===== src/rtl/framebuffer_swap_controller.sv =====
// ---------------------------------------------------------------------------
// framebuffer_swap_controller
//
// Purpose:
//   Sequences double-buffered rendering into a framebuffer RAM that holds two
//   FB_SIZE-word buffers. The renderer draws into the back buffer while
//   scan-out reads the front buffer. The buffers swap only at a scan-out
//   frame start, and only after the renderer has reported a finished frame.
//
// Optional feature (compile-time macro CLEAR_ON_FLIP_EN):
//   When defined, the freshly swapped back buffer is filled with CLEAR_VALUE,
//   one word per clock, before it is handed back to the renderer. When not
//   defined, the clear state and its counter are not built and the clear
//   write port is tied to zero.
//
// Ports:
//   aClock                 in   system clock, rising edge
//   aReset                 in   synchronous active-high reset
//   aFrameDone             in   renderer finished back buffer (level, held
//                               until anOutFrameFlipped)
//   aScanStart             in   1-cycle pulse at scan-out pixel (0,0)
//   anOutFrameFlipped      out  1-cycle pulse: fresh back buffer ready
//   anOutFrontBase         out  scan-out read base address
//   anOutBackBase          out  renderer write base address
//   anOutRenderWriteEnable out  renderer may write the back buffer
//   anOutClearWriteEnable  out  clear engine write strobe
//   anOutClearAddress      out  clear engine write address
//   anOutClearData         out  clear engine write data
//   anOutBusy              out  high whenever not in RENDER
//   anOutFrameCount        out  number of completed flips, wraps at 16 bits
// ---------------------------------------------------------------------------
module framebuffer_swap_controller #(
  parameter int unsigned FB_SIZE = 76800,
  parameter int unsigned ADDR_WIDTH = 18,
  parameter int unsigned DATA_WIDTH = 3,
  parameter logic [DATA_WIDTH-1:0] CLEAR_VALUE = '0
) (
  input  logic                  aClock,
  input  logic                  aReset,
  input  logic                  aFrameDone,
  input  logic                  aScanStart,
  output logic                  anOutFrameFlipped,
  output logic [ADDR_WIDTH-1:0] anOutFrontBase,
  output logic [ADDR_WIDTH-1:0] anOutBackBase,
  output logic                  anOutRenderWriteEnable,
  output logic                  anOutClearWriteEnable,
  output logic [ADDR_WIDTH-1:0] anOutClearAddress,
  output logic [DATA_WIDTH-1:0] anOutClearData,
  output logic                  anOutBusy,
  output logic [15:0]           anOutFrameCount
);

  localparam logic [ADDR_WIDTH-1:0] BUFFER_BASE = ADDR_WIDTH'(FB_SIZE);

  typedef enum logic [2:0] {
    RENDER    = 3'd0,
    WAIT_SCAN = 3'd1,
    FLIP      = 3'd2,
    RELEASE   = 3'd3
`ifdef CLEAR_ON_FLIP_EN
    ,
    CLEAR     = 3'd4
`endif
  } swapStateT;

  swapStateT             stateReg;
  swapStateT             stateNext;
  logic                  selectReg;
  logic [15:0]           frameCountReg;
  logic [ADDR_WIDTH-1:0] frontBaseReg;
  logic [ADDR_WIDTH-1:0] backBaseReg;
  logic                  flippedReg;

`ifdef CLEAR_ON_FLIP_EN
  localparam logic [ADDR_WIDTH-1:0] LAST_INDEX = BUFFER_BASE - ADDR_WIDTH'(1);
  logic [ADDR_WIDTH-1:0] clearCountReg;
`endif

  // Next-state logic. The request from the renderer is latched by leaving
  // RENDER, so a later drop of aFrameDone cannot cancel a pending flip, and a
  // scan start coinciding with the request is not seen until WAIT_SCAN.
  always_comb begin
    stateNext = stateReg;
    case (stateReg)
      RENDER:    if (aFrameDone) stateNext = WAIT_SCAN;
      WAIT_SCAN: if (aScanStart) stateNext = FLIP;
`ifdef CLEAR_ON_FLIP_EN
      FLIP:      stateNext = CLEAR;
      CLEAR:     if (clearCountReg == LAST_INDEX) stateNext = RELEASE;
`else
      FLIP:      stateNext = RELEASE;
`endif
      RELEASE:   stateNext = RENDER;
      default:   stateNext = RENDER;
    endcase
  end

  always_ff @(posedge aClock) begin
    if (aReset) begin
      stateReg      <= RENDER;
      selectReg     <= 1'b0;
      frameCountReg <= 16'd0;
      frontBaseReg  <= '0;
      backBaseReg   <= BUFFER_BASE;
      flippedReg    <= 1'b0;
    end else begin
      stateReg   <= stateNext;
      flippedReg <= (stateNext == RELEASE);
      if (stateReg == FLIP) begin
        selectReg     <= ~selectReg;
        frameCountReg <= frameCountReg + 16'd1;
        // Bases follow the new select value so they change together with it.
        frontBaseReg  <= selectReg ? '0 : BUFFER_BASE;
        backBaseReg   <= selectReg ? BUFFER_BASE : '0;
      end
    end
  end

`ifdef CLEAR_ON_FLIP_EN
  always_ff @(posedge aClock) begin
    if (aReset) begin
      clearCountReg <= '0;
    end else if (stateReg == CLEAR) begin
      clearCountReg <= (clearCountReg == LAST_INDEX) ? '0 : clearCountReg + ADDR_WIDTH'(1);
    end
  end

  // Back base already points at the new back buffer while in CLEAR.
  assign anOutClearWriteEnable = (stateReg == CLEAR);
  assign anOutClearAddress     = backBaseReg + clearCountReg;
  assign anOutClearData        = CLEAR_VALUE;
`else
  assign anOutClearWriteEnable = 1'b0;
  assign anOutClearAddress     = '0;
  assign anOutClearData        = '0;
`endif

  assign anOutFrameFlipped      = flippedReg;
  assign anOutFrontBase         = frontBaseReg;
  assign anOutBackBase          = backBaseReg;
  assign anOutRenderWriteEnable = (stateReg == RENDER) && !aFrameDone;
  assign anOutBusy              = (stateReg != RENDER);
  assign anOutFrameCount        = frameCountReg;

endmodule


===== config.mk =====
export PLATFORM = sky130hd
export DESIGN_NAME = framebuffer_swap_controller
export DESIGN_NICKNAME = d
export VERILOG_FILES = /design/src/rtl/framebuffer_swap_controller.sv
export SDC_FILE = /design/constraint.sdc
export NUM_CORES = 1
export LEC_CHECK = 0
export CORE_MARGIN = 2
export CORE_UTILIZATION = 38
export DETAILED_ROUTE_END_ITERATION = 6
export PLACE_DENSITY = 0.87
export RECOVER_POWER = 50
export SETUP_SLACK_MARGIN = 0.15
export SLEW_MARGIN = 20
export SYNTH_ARGS = -nofsm -noshare
export SYNTH_HDL_FRONTEND = slang
export SYNTH_SLANG_ARGS = --single-unit
export TNS_END_PERCENT = 50

===== constraint.sdc =====
create_clock -name aClock -period 2.4 [get_ports aClock]
set_input_delay 0.48 -clock aClock [delete_from_list [all_inputs] [get_ports aClock]]
set_output_delay 0.48 -clock aClock [all_outputs]
set_load 0.01 [all_outputs]

Word-level counts from Yosys, hierarchy flattened
Index checks and enable logic that the tools add are counted.
{"block": "word_totals", "word_cells": 20, "output_inout_bits": 77, "inputBits": 4, "regBits": 57}
{"block": "classes", "n_bitwise": 1, "mux": 5, "reduce_logical": 4, "addsub": 1, "eq_ne": 3}
{"op": "two-way mux 17 bit", "count": 2}
{"op": "adder 16 x 1 -> 16 bit, second input constant", "count": 1}
{"op": "case mux 3 bit (3 select lines)", "count": 1}
{"op": "== test 3 x 2 -> 1 bit, second input constant", "count": 2}
{"op": "two-way mux 3 bit", "count": 2}
{"op": "== test 3 x 1 -> 1 bit, second input constant", "count": 1}
{"op": "logical NOT 3 bit", "count": 1}
{"op": "nonzero test 3 bit", "count": 1}
{"op": "logical AND 1 bit", "count": 1}
{"op": "logical NOT 1 bit", "count": 1}
{"op": "inverter 1 bit", "count": 1}

Longest topological paths before layout
Gate-level depths: netlist of the first run.
{"block": "depth", "word_depth": 3, "mapped_depth": 5, "depth_no_buf": 5}

Worst setup path before layout of the first run
Ideal clock, no wire load.
{"block": "synth_timing", "path_type": "register to register", "from": "reg frameCountReg[6], in the netlist anOutFrameCount[6]", "to": "reg frameCountReg[15], in the netlist anOutFrameCount[15]", "slack_ns": 0.689, "arrival_time_ns": 1.641, "n_path_buf": 0, "path_stages_with_launch": 5, "period_less_slack_ns": 1.711, "setup_time_ns": 0.070, "t_required_ns": 2.330, "cell_sequence": "dfxtp_1 nand4_1 or3_1 or4_1 a21oi_1"}
{"block": "synth_between", "elab_chain_len": 1}
{"element": "from (decl)", "line_no": "69", "source": "logic [15:0] frameCountReg;"}
{"element": "from (signal assigned)", "line_no": "111", "source": "frameCountReg <= frameCountReg + 16'd1;"}
{"element": "adder 16 x 1 -> 16 bit", "line_no": "111"}
No other way between the ends.
A chain may end at the register's enable or synchronous reset.

Final worst setup path of the first run
{"block": "layout_timing", "from": "reg stateReg[0]", "to": "out anOutBusy"}
{"block": "layout_between", "elab_chain_len": 1}
{"element": "from (decl)", "line_no": "66", "source": "swapStateT stateReg;"}
{"element": "from (signal assigned)", "line_no": "107", "source": "stateReg <= stateNext;"}
{"element": "nonzero test 3 bit", "line_no": "142", "source": "assign anOutBusy = (stateReg != RENDER);"}
{"element": "to (decl)", "line_no": "49", "source": "output logic anOutBusy,"}
No other way between the ends.

==> run metrics, run 1 <==
Post-synth EDFFs 0; fmax 484 MHz; final core occ 44.8%; RR Startpoint stateReg[1]$_SDFF_PP0_; Leak 0.643 nW; multi-input logic area 677 sq um; initial antenna violation count 0; Setup crit end anOutBusy; number of remaining DRC errors 0; via count 997; WL final 2300 microns; status complete, no violations; CTS tree yes; HP Class reg -> reg; Die ar. 4160 sq um; synth-to-layout area growth 9.98%; Reg area 442 sq um; worst hold slack 0.488 ns; 1st-iter DRT viols 31; setup skew after layout 0.00475 ns; Root Driver clkbuf_4; dominant synthesized flop cell dfxtp_1; CP Data Arrival Time 1.59 ns; Synthesis Warnings 0; Die Width 64.5 microns; crit path time final 2.07 ns; share of layout cells above drive strength 1 4.19%; max-cap viol count 0; Port-buffer cells 30; DP HPWL 1790 microns; Clk network pwr share 31.5%; post-route cell area 1530 sq um; H-tree lvl count 1; setup TNS 0 ns; Rows 21; cell internal pwr 475 uW; switching pwr 162 uW; die height 64.5 microns; sequential element share of the synthesized area 31.7%; Clock transition at path regs 0.12 ns; Finished Layout Cells 237; FF-to-FF setup slack 0.35 ns; worst vdd ir 0.359 mV; DP Worst Slack 0.375 ns; fill count 366; fin. max-slew vios 0; Post-Syn Instances 165; Yosys reg bits 22; clk sinks 22; Num CTS Buffers 3; worst r2r path cells 4; global placement routability congestion 0.709; Setup crit start stateReg[0]$_SDFF_PP0_; first-pass detailed-route iteration total 4; total track usage 10.7%; r2r endpoint anOutFrameCount[15]$_SDFFE_PP0N_; combinational share of power 10.0%; num ports 81; RSZ-0062 raised after global routing false; Clock Path Buffers 2; vias in the first global route 781; CP max FO 7; Routed Antenna Nets 0; final setup violation count 0; critical path class reg -> out; antenna diode count 0; switch share 25.4%; Clock Latency Late Sink 0.31 ns; placed cell count 233; worst setup margin 0.334 ns; Setup crit start kind register; core area 3420 sq um; first-pass GRT wire length 3490 microns; largest net degree at the start of global routing 18; Seq pwr share 58.5%; Area after DPL 1510 sq um; CP required 1.92 ns; drt via density 4.21; Fin. Hold Viols 0; Syn Std Cell Area 1390 sq um; syn avg cell area 8.43 sq um; asr flop ratio synth 0%; drt wl/cell 9.72 microns; post-synth cell types 33; Worst-Margin Slew 0.602 ns; post-cts hold buffer count 0; layout net count 197; Initial Util 40.7%; Final Cycle Share 86.1%; P per Cell Area 416 nW/um^2; GR Overflow Total 0; Pwr Total 637 uW; crit end category output port; Rel. slew slack 59.7%
## cell usage after synthesis (2+ instances only)
cell type	number	area, sq um
nand2_1	8	30.0
nand3_1	3	15.0
nand4_1	3	18.8
or3_1	5	31.3
inv_1	3	11.3
buf_4	57	428
and2_1	2	12.5
nor2_1	16	60.1
clkbuf_1	2	7.51
nor4_1	2	12.5
a21oi_1	6	30.0
o21ai_0	4	20.0
nor3_1	5	25.0
dfxtp_1	22	440
xnor2_1	6	52.6
o31ai_1	2	15.0
xor2_1	3	26.3
## cell families after synthesis
kind of cell	share of synthesized area, %
flip-flops	31.7
adder cells (fa/ha/maj)	0.899
other	0.270
XOR/XNOR	5.67
buffers and inverters	32.1
AND/OR/NAND/NOR	21.4
multiplexers	1.62
AO/OA/AOI/OAI	6.39
## how the worst min path moves through the flow
stage | slack [ns] | start | endpoint | cells after the start
2_1_floorplan | 0.50 | anOutFrameCount[15]$_SDFFE_PP0N_ | anOutFrameCount[15]$_SDFFE_PP0N_ | 2
3_3_place_gp | 0.46 | anOutFrameCount[15]$_SDFFE_PP0N_ | anOutFrameCount[15]$_SDFFE_PP0N_ | 2
3_5_place_dp | 0.48 | anOutFrameCount[15]$_SDFFE_PP0N_ | anOutFrameCount[15]$_SDFFE_PP0N_ | 2
4_1_cts | 0.49 | anOutFrameCount[15]$_SDFFE_PP0N_ | anOutFrameCount[15]$_SDFFE_PP0N_ | 2
5_1_grt | 0.52 | anOutFrameCount[15]$_SDFFE_PP0N_ | anOutFrameCount[15]$_SDFFE_PP0N_ | 2
6_report | 0.49 | anOutFrameCount[15]$_SDFFE_PP0N_ | anOutFrameCount[15]$_SDFFE_PP0N_ | 2
## state kept, by name, summed over array words and instances (netlist names)
signal and flops:
anOutFrontBase 1, stateReg 3, anOutFrameCount 16, anOutFrameFlipped 1
anOutBackBase 1
## layout by cell type, fill, tap and decap left out, drive strengths merged, types with 2 or more instances in the layout
cell / count
xor2: 3
dfxtp: 22
conb: 51
and2: 2
clkdlybuf4s50: 21
clkbuf: 5
nand3: 3
inv: 3
nor2: 16
o31ai: 2
a21oi: 6
nand4: 4
nor4: 2
nor3: 5
dlygate4sd3: 8
mux2: 2
or3: 5
nand2: 8
o21ai: 4
xnor2: 6
## power by group through the flow
stage          registers, mW  clock network [mW]  logic (mW)
2_1_floorplan          0.380                   0       0.109
3_3_place_gp           0.380                   0      0.0633
3_5_place_dp           0.380                   0      0.0636
4_1_cts                0.372               0.210      0.0640
5_1_grt                0.373               0.227      0.0707
6_report               0.372               0.201      0.0638
## worst max-delay path, stage by stage (launching register included)
cell and delay, ns:
dfxtp_2 0.38, or3_1 0.41, clkdlybuf4s50_1 0.49
## cell type report
| cell class | instances | area share (%) |
|---|---|---|
| multi-input combinational | 131 | 44.2 |
| sequential | 22 | 28.9 |
| timing repair buffer | 31 | 20.0 |
| tap | 46 | 3.76 |
| clock buffer | 4 | 2.37 |
| inverter | 3 | 0.736 |
## layer usage
layer / wire length [microns] / vias to the layer above / GRT usage [%] / share of wire, %
li1: - / 494 / - / -
met1: 1040 / 451 / 13.3 / 45
met2: 1070 / 50 / 17.7 / 46
met3: 184 / 2 / 3.82 / 8.0
met4: 11 / 0 / 2.39 / 0.48
met5: 0 / - / 0 / 0
## timing repair
item,in CTS,in global routing
endpoints found under the setup margin,1,1
gates cloned,0,0
resized for setup,1,1
endpoints found under the hold margin,0,0
setup buffers,0,0
Note: power is estimated with default switching activity, not from simulation.
==> run 2, diff against run 1 <==
--- a/config.mk
+++ b/config.mk
@@ -15,4 +15,4 @@
 export SYNTH_ARGS = -nofsm -noshare
 export SYNTH_HDL_FRONTEND = slang
 export SYNTH_SLANG_ARGS = --single-unit
-export TNS_END_PERCENT = 50
+export TNS_END_PERCENT = 20
==> results of run 2 <==
Same layout as run 1: the final DEF is identical, and so are final timing and power.
